<file path="src/rtl/txwregif_rd_ctl_if.sv">
// Bundle between the TX register-write FIFO read port, the register file write
// port and the status outputs of txwregif_rd_ctl.
interface txwregif_rd_ctl_if #(
  parameter int WIDTH      = 8,
  parameter int DATA_BYTES = 4
);
  logic                        rdempty;
  logic                        rden;
  logic [WIDTH-1:0]            dataout;
  logic                        flush;
  logic                        reg_wr;
  logic [WIDTH-1:0]            reg_addr;
  logic [WIDTH*DATA_BYTES-1:0] reg_wdata;
  logic                        reg_ack;
  logic                        busy;
  logic [15:0]                 cmd_cnt;
  logic                        err;
  logic                        dbg;

  modport slave (
    input  rdempty, dataout, flush, reg_ack,
    output rden, reg_wr, reg_addr, reg_wdata, busy, cmd_cnt, err, dbg
  );

  modport master (
    output rdempty, dataout, flush, reg_ack,
    input  rden, reg_wr, reg_addr, reg_wdata, busy, cmd_cnt, err, dbg
  );
endinterface

</file>
<file path="src/rtl/txwregif_rd_ctl.sv">
// Read-side controller of the TX register-write FIFO: assembles address + data bytes
// into register writes. Optional ack timeout enabled by TXWREGIF_RD_ACK_TIMEOUT_EN.
module txwregif_rd_ctl #(
  parameter int WIDTH      = 8,
  parameter int DATA_BYTES = 4,
  parameter int TIMEOUT    = 255
) (
  input  logic             rdclk,
  input  logic             reset,
  txwregif_rd_ctl_if.slave bus
);

  localparam int CNT_W = $clog2(DATA_BYTES + 1);
  localparam logic [CNT_W-1:0] LAST_BYTE = CNT_W'(DATA_BYTES);

  if (TIMEOUT < 1) begin : g_bad_timeout
    $error("txwregif_rd_ctl: TIMEOUT must be at least 1");
  end

  typedef enum logic [1:0] {FETCH, CAPT, REQ} state_t;

  state_t                      state;
  state_t                      state_nxt;
  logic [CNT_W-1:0]            byte_cnt;
  logic [WIDTH-1:0]            addr;
  logic [WIDTH*DATA_BYTES-1:0] wdata;
  logic [15:0]                 cnt;
  logic                        err;
  logic                        rden;
  logic                        timeout_hit;

`ifdef TXWREGIF_RD_ACK_TIMEOUT_EN
  localparam int TMR_W = ($clog2(TIMEOUT + 1) > 8) ? $clog2(TIMEOUT + 1) : 8;

  logic [TMR_W-1:0] timer;

  // Timer sits at zero outside REQ, so it is already cleared on REQ entry.
  always_ff @(posedge rdclk) begin
    if (reset || state != REQ) timer <= '0;
    else                       timer <= timer + TMR_W'(1);
  end

  assign timeout_hit = (state == REQ) && (timer == TMR_W'(TIMEOUT - 1));
`else
  assign timeout_hit = 1'b0;
`endif

  always_ff @(posedge rdclk) begin
    if (reset) state <= FETCH;
    else       state <= state_nxt;
  end

  always_comb begin
    state_nxt = state;
    unique case (state)
      FETCH:   if (rden) state_nxt = CAPT;
      CAPT:    state_nxt = (!bus.flush && byte_cnt == LAST_BYTE) ? REQ : FETCH;
      REQ:     if (bus.reg_ack || timeout_hit) state_nxt = FETCH;
      default: state_nxt = FETCH;
    endcase
  end

  always_comb begin
    rden          = (state == FETCH) && !bus.rdempty && !bus.flush;
    bus.rden      = rden;
    bus.reg_wr    = (state == REQ);
    bus.dbg       = (state == REQ);
    bus.busy      = (byte_cnt != '0) || (state != FETCH);
    bus.reg_addr  = addr;
    bus.reg_wdata = wdata;
    bus.cmd_cnt   = cnt;
    bus.err       = err;
  end

  // Byte assembly, completion counting and sticky error; flush never disturbs REQ.
  always_ff @(posedge rdclk) begin
    if (reset) begin
      byte_cnt <= '0;
      addr     <= '0;
      wdata    <= '0;
      cnt      <= '0;
      err      <= 1'b0;
    end else begin
      if (bus.flush && state != REQ) begin
        byte_cnt <= '0;
        if (byte_cnt != '0) err <= 1'b1;
      end else if (state == CAPT) begin
        if (byte_cnt == '0) addr <= bus.dataout;
        for (int k = 1; k <= DATA_BYTES; k++) begin
          if (int'(byte_cnt) == k) wdata[k*WIDTH-1 -: WIDTH] <= bus.dataout;
        end
        byte_cnt <= (byte_cnt == LAST_BYTE) ? '0 : byte_cnt + CNT_W'(1);
      end

      if (state == REQ) begin
        if (bus.reg_ack)      cnt <= cnt + 16'd1;
        else if (timeout_hit) err <= 1'b1;
      end
    end
  end

endmodule

</file>
<file path="src/flat_wrapper.sv">
// flat-port wrapper written by rule: the top's interface ports become plain ports
module txwregif_rd_ctl_flat 
#(
  parameter int WIDTH      = 8,
  parameter int DATA_BYTES = 4,
  parameter int TIMEOUT    = 255
)
  (rdclk, reset, bus_rdempty, bus_dataout, bus_flush, bus_reg_ack, bus_rden, bus_reg_wr, bus_reg_addr, bus_reg_wdata, bus_busy, bus_cmd_cnt, bus_err, bus_dbg);
  txwregif_rd_ctl_if #(.WIDTH(WIDTH), .DATA_BYTES(DATA_BYTES)) bus_i ();
  input  logic rdclk;
  input  logic reset;
  input wire logic [$bits(bus_i.rdempty)-1:0] bus_rdempty;
  input wire logic [$bits(bus_i.dataout)-1:0] bus_dataout;
  input wire logic [$bits(bus_i.flush)-1:0] bus_flush;
  input wire logic [$bits(bus_i.reg_ack)-1:0] bus_reg_ack;
  output wire logic [$bits(bus_i.rden)-1:0] bus_rden;
  output wire logic [$bits(bus_i.reg_wr)-1:0] bus_reg_wr;
  output wire logic [$bits(bus_i.reg_addr)-1:0] bus_reg_addr;
  output wire logic [$bits(bus_i.reg_wdata)-1:0] bus_reg_wdata;
  output wire logic [$bits(bus_i.busy)-1:0] bus_busy;
  output wire logic [$bits(bus_i.cmd_cnt)-1:0] bus_cmd_cnt;
  output wire logic [$bits(bus_i.err)-1:0] bus_err;
  output wire logic [$bits(bus_i.dbg)-1:0] bus_dbg;
  assign bus_i.rdempty = bus_rdempty;
  assign bus_i.dataout = bus_dataout;
  assign bus_i.flush = bus_flush;
  assign bus_i.reg_ack = bus_reg_ack;
  assign bus_rden = bus_i.rden;
  assign bus_reg_wr = bus_i.reg_wr;
  assign bus_reg_addr = bus_i.reg_addr;
  assign bus_reg_wdata = bus_i.reg_wdata;
  assign bus_busy = bus_i.busy;
  assign bus_cmd_cnt = bus_i.cmd_cnt;
  assign bus_err = bus_i.err;
  assign bus_dbg = bus_i.dbg;
  txwregif_rd_ctl #(.WIDTH(WIDTH), .DATA_BYTES(DATA_BYTES), .TIMEOUT(TIMEOUT)) u_core (.rdclk(rdclk), .reset(reset), .bus(bus_i));
endmodule
</file>
<file path="config.mk">
export PLATFORM = sky130hd
export DESIGN_NAME = txwregif_rd_ctl_flat
export DESIGN_NICKNAME = d
export VERILOG_FILES = /design/src/rtl/txwregif_rd_ctl_if.sv /design/src/rtl/txwregif_rd_ctl.sv /design/src/flat_wrapper.sv
export SDC_FILE = /design/constraint.sdc
export NUM_CORES = 1
export LEC_CHECK = 0
export CAP_MARGIN = 5
export CORE_ASPECT_RATIO = 1.4
export CORE_MARGIN = 2
export CORE_UTILIZATION = 55
export DETAILED_ROUTE_END_ITERATION = 7
export DONT_BUFFER_PORTS = 1
export PLACE_DENSITY = 0.68
export SLEW_MARGIN = 25
export SYNTH_ARGS = -nofsm -noshare
export SYNTH_HDL_FRONTEND = slang
export SYNTH_SLANG_ARGS = --single-unit
</file>
<file path="constraint.sdc">
create_clock -name rdclk -period 1.85 [get_ports rdclk]
set_clock_uncertainty 0.05 [all_clocks]
set_input_delay 0.185 -clock rdclk [delete_from_list [all_inputs] [get_ports rdclk]]
set_output_delay 0.185 -clock rdclk [all_outputs]
set_load 0.1 [all_outputs]
</file>
-- Word level (Yosys, flattened, before mapping)
Index checks and enable logic that the tools add are counted.
- flip-flop bits (word level): 62
- output and inout bits: 61
- input port bits: 13
- bitwise gates (word level): 1
- multiplexer cells: 5
- reductions and logical operators: 20
- add/sub/neg operators: 2
- equal/unequal tests: 10
- operator list (cell ; count):
    16-bit by 1-bit adder with 16-bit output (second input constant) ; 1
    3-bit AND reduction ; 5
    3-bit equality test (second input constant) ; 4
    2-bit 2-to-1 mux ; 3
    2-bit inequality test (second input constant) ; 3
    2-bit case mux with 3 select lines ; 1
    2-bit AND reduction ; 3
    1-bit logical AND ; 4
    3-bit by 1-bit adder with 3-bit output (second input constant) ; 1
    3-bit by 2-bit equality test with 1-bit output (second input constant) ; 1
    3-bit logical NOT ; 1
    3-bit 2-to-1 mux ; 1
    3-bit nonzero test ; 1
    2-bit by 1-bit equality test with 1-bit output (second input constant) ; 1
    2-bit equality test (second input constant) ; 1
    1-bit logical NOT ; 2
    2-bit logical NOT ; 1
    2-bit nonzero test ; 1
    2-bit OR reduction ; 1
    1-bit logical OR ; 1
    1-bit NOT ; 1

-- Longest topological paths before layout
- depth in word-level cells: 5
- mapped depth: 6
- gate-level depth less buffers: 5

-- Least setup slack after synthesis
OpenSTA, ideal clock, no wires.
- path kind: reg2reg
- start: reg u_core.state[1]
- end: reg u_core.state[0]
- data arrival time: 3.713 ns
- cell stages (with the launch flop): 4
- path buffers: 1
- library setup time: 0.078 ns
- required time: 1.722 ns
- path slack: -1.991 ns
- cells stage by stage: dfxtp_1 clkbuf_8 nor4_1 nor2b_1
- word-level cells in the longest chain between the ends: 5
- RTL lines (element ; RTL line ; source):
    from (decl) ; txwregif_rd_ctl.sv:22 ; state_t state;
    from (signal assigned) ; txwregif_rd_ctl.sv:50 ; else state <= state_nxt;
    2-bit logical NOT ; txwregif_rd_ctl.sv:64 ; rden = (state == FETCH) && !bus.rdempty && !bus.flush;
    1-bit logical AND (2 in a row) ; txwregif_rd_ctl.sv:64 ;
    named net bus_rden ; flat_wrapper.sv:16 ; output wire logic [$bits(bus_i.rden)-1:0] bus_rden;
    2-bit inequality test (no line) ; -- ;
    2-bit AND reduction (no line) ; -- ;
The timed path passes the listed nets, and every way through them passes these cells.
A chain may end at the register's enable or synchronous reset.

-- Final worst setup path
- start: reg u_core.byte_cnt[0]
- end: out bus_busy
- word-level cells in the longest chain between the ends: 2
- RTL lines (element ; RTL line ; source):
    from (decl) ; txwregif_rd_ctl.sv:24 ; logic [CNT_W-1:0] byte_cnt;
    from (signal assigned) ; txwregif_rd_ctl.sv:92 ; byte_cnt <= (byte_cnt == LAST_BYTE) ? '0 : byte_cnt + CNT_W'(1);
    3-bit nonzero test ; txwregif_rd_ctl.sv:68 ; bus.busy = (byte_cnt != '0) || (state != FETCH);
    1-bit logical OR ; txwregif_rd_ctl.sv:68 ;
    to (decl) ; flat_wrapper.sv:20 ; output wire logic [$bits(bus_i.busy)-1:0] bus_busy;
Every way passes these cells.

==> flow_metrics.env <==
export IMPL_fin_tns_setup_ps=0
export IMPL_drtAntennaViolNets=0
export IMPL_p_leak_nw=1.466
export IMPL_antenna_found_initial=0
export IMPL_synth_fp_nets=302
export IMPL_finalWeightedCongestion=0.7855
export IMPL_hold_viol_final=0
export IMPL_rsz0062_at_grt="true"
export IMPL_layout_setup_ws_ps=25.74
export IMPL_numCtsBuffers=9
export IMPL_critical_path_class="reg -> out"
export IMPL_clkSinkCount=62
export IMPL_dieArea_sq_um=5178
export IMPL_tightest_slew_ps=443.7
export IMPL_synth_area_sq_um=2536
export IMPL_dp_cells=398
export IMPL_vias=2265
export IMPL_min_period_ps=1824
export IMPL_synth_cells=283
export IMPL_yosysSeqAreaShare_pct=48.94
export IMPL_synth_area_per_cell_sq_um=8.962
export IMPL_final_area_sq_um=3495
export IMPL_drv_cap=0
export IMPL_grt_use_total_pct=26.66
export IMPL_initial_utilization_pct=56.37
export IMPL_yosys_warnings=0
export IMPL_numPortBuffers=0
export IMPL_worstPathRequired_ps=1620
export IMPL_dp_worst_setup_slack_ps=156.6
export IMPL_slew_viol_final=0
export IMPL_peakVddDrop_uv=682.3
export IMPL_p_int_mw=2.273
export IMPL_powerDensity_nw_per_um2=840.1
export IMPL_cts_tree="done"
export IMPL_outcome="completed"
export IMPL_cp_end_kind="primary output"
export IMPL_via_per_inst=5.317
export IMPL_gr_usage_met1_pct=27.89
export IMPL_yosys_top_cells_area="dfxtp_1 49%, mux2i_1 7.1%, nand2_1 5.9%"
export IMPL_path_clk_slew_ps=70
export IMPL_cp_start_kind="flip-flop"
export IMPL_routedWlPerCell_um=15.13
export IMPL_max_freq_mhz=548.2
export IMPL_p_switching_mw=0.6629
export IMPL_syn_to_final_growth_pct=37.79
export IMPL_swShare_pct=22.58
export IMPL_postLayoutCoreUtil_pct=77.67
export IMPL_max_slew_margin_pct=70.15
export IMPL_final_cells=426
export IMPL_busiest_layer="met2"
export IMPL_nets=378
export IMPL_totalWireLength_um=6445
export IMPL_drt_iter0_drc=113
export IMPL_insertion_delay_ps=340
export IMPL_dpl_cell_area_sq_um=3104
export IMPL_clockBufferDepth=2
export IMPL_met2_usage_pct=47.58
export IMPL_post_route_period_util_pct=98.61
export IMPL_drc=0
export IMPL_cp_arrival_ps=1590
export IMPL_rows=29
export IMPL_p_total_mw=2.936
export IMPL_netlist_top_cell_by_area="dfxtp_1"
export IMPL_grt_start_max_net_pins=57
export IMPL_coreArea_sq_um=4499
export IMPL_grt_pass1_wl_um=10240
export IMPL_synth_seq_cells=62
export IMPL_seq_power_share_pct=45.3
export IMPL_first_pass_iters=4
export IMPL_dp_hpwl_um=4406
export IMPL_use_met3_pct=7.858
export IMPL_cts_max_level=3
export IMPL_p_comb_share_pct=5.4
export IMPL_crit_fanout=4
export IMPL_grt_pass1_vias=2201
export IMPL_synthDominantCellAreaShare_pct=48.94
export IMPL_ys_types=39
export IMPL_setup_viol=0
export IMPL_pin_count=74
export IMPL_grt_overflow_total=0
export IMPL_die_width_um=61.39
export IMPL_p_clk_share_pct=49.3
export IMPL_root_buffer="clkbuf_8"
export IMPL_hold_path_class="in -> reg"
export IMPL_die_h_um=84.35
export IMPL_antenna_cells=0
export IMPL_hold_ws_ps=12.16
export IMPL_drive_gt1_share_pct=29.67
-- critical path, cell delays in order, from the launching register on --
cell	delay, ps
dfxtp_1	340
inv_2	90
ha_2	200
nand2_1	80
or3_1	360
buf_8	190
-- cells in the final DEF, fill, tap and decap left out, drive strengths merged, types with 3 or more instances in the layout --
cell         instances
buf                 68
dfxtp               62
nand2               40
nor2                40
a21oi               27
nand3               22
mux2i               18
dlygate4sd3         11
inv                 10
clkbuf               9
xnor2                8
ha                   6
nor4                 5
nor3                 4
or3                  3
bufinv               3
-- worst paths after layout --
check                                                end  cells past startpoint                      from  slack (ps)
worst max-delay path                            bus_busy                      5        u_core.byte_cnt[0]          30
worst min-delay path              u_core.bus.cmd_cnt[13]                      2                     reset          10
worst max register to register     u_core.bus.cmd_cnt[9]                      5           u_core.state[1]         130
worst min register to register  u_core.bus.reg_wdata[17]                      2  u_core.bus.reg_wdata[17]         410
-- area by class of cell --
class                           count  area, sq um
Sequential cell                    62         1284
Fill cell                         338         1005
Multi-Input combinational cell    198         1201
Clock inverter                      7        121.4
Timing Repair Buffer               79        653.1
Clock buffer                        9        123.9
Inverter                            9        33.78
Tap cell                           62        77.57
-- power groups by stage --
stage                     sequential (mW)  clock (mW)  combinational, mW
final                                1.33        1.45              0.158
after CTS                            1.33        1.47              0.156
after floorplan                      1.39           0             0.0673
after global placement               1.36           0             0.0954
after global routing                 1.33        1.53              0.165
after detailed placement             1.36           0             0.0966
-- flip-flops by register name (all words and copies together) (netlist names) --
signal                count
u_core.bus.reg_wdata     32
u_core.bus.cmd_cnt       16
u_core.bus.reg_addr       8
u_core.byte_cnt           3
u_core.state              2
u_core.bus.err            1
-- logic make-up after synthesis --
logic type / count (synthesis) / synth area share, %
xor gates and xnor gates: 10 / 3.454
and+or+nand+nor: 126 / 24.07
AOI/OAI and AO/OA: 37 / 8.436
buffers and inverters: 23 / 4.588
adders and majority gates: 6 / 2.960
muxes: 19 / 7.548
DFF: 62 / 48.94
-- Yosys cell counts (all sizes together) --
master	instances
buf	3
nand4	1
a21o	1
o31ai	1
xnor2	8
a22oi	2
nand3b	1
a31oi	1
or4	1
and2	1
mux2	1
nor2b	2
nand4b	1
a311oi	2
or3	3
nand2b	2
mux2i	18
nor2	40
dfxtp	62
dlygate4sd1	1
nor4b	1
o21ai	1
a41o	2
ha	6
nor3	4
nor4	5
nor3b	1
clkbuf	10
a21oi	27
nand3	22
and3	1
xor2	2
nand2	40
inv	9
-- repair_timing --
item                                    CTS  global route
buffers inserted                          0             0
endpoints found under the setup margin    1             9
gates cloned                              0             0
resized for setup                         2             3
hold endpoints to repair                 56             0
hold buffers                             12             0
pin swaps                                 0             0
-- metal layers --
layer / part of all wire [%] / vias up
met2: 54 / 62
met4: 2.5 / 0
met1: 39 / 1077
li1: - / 1114
met3: 4.9 / 12
met5: 0 / -
(Power assumes the default switching activity.)
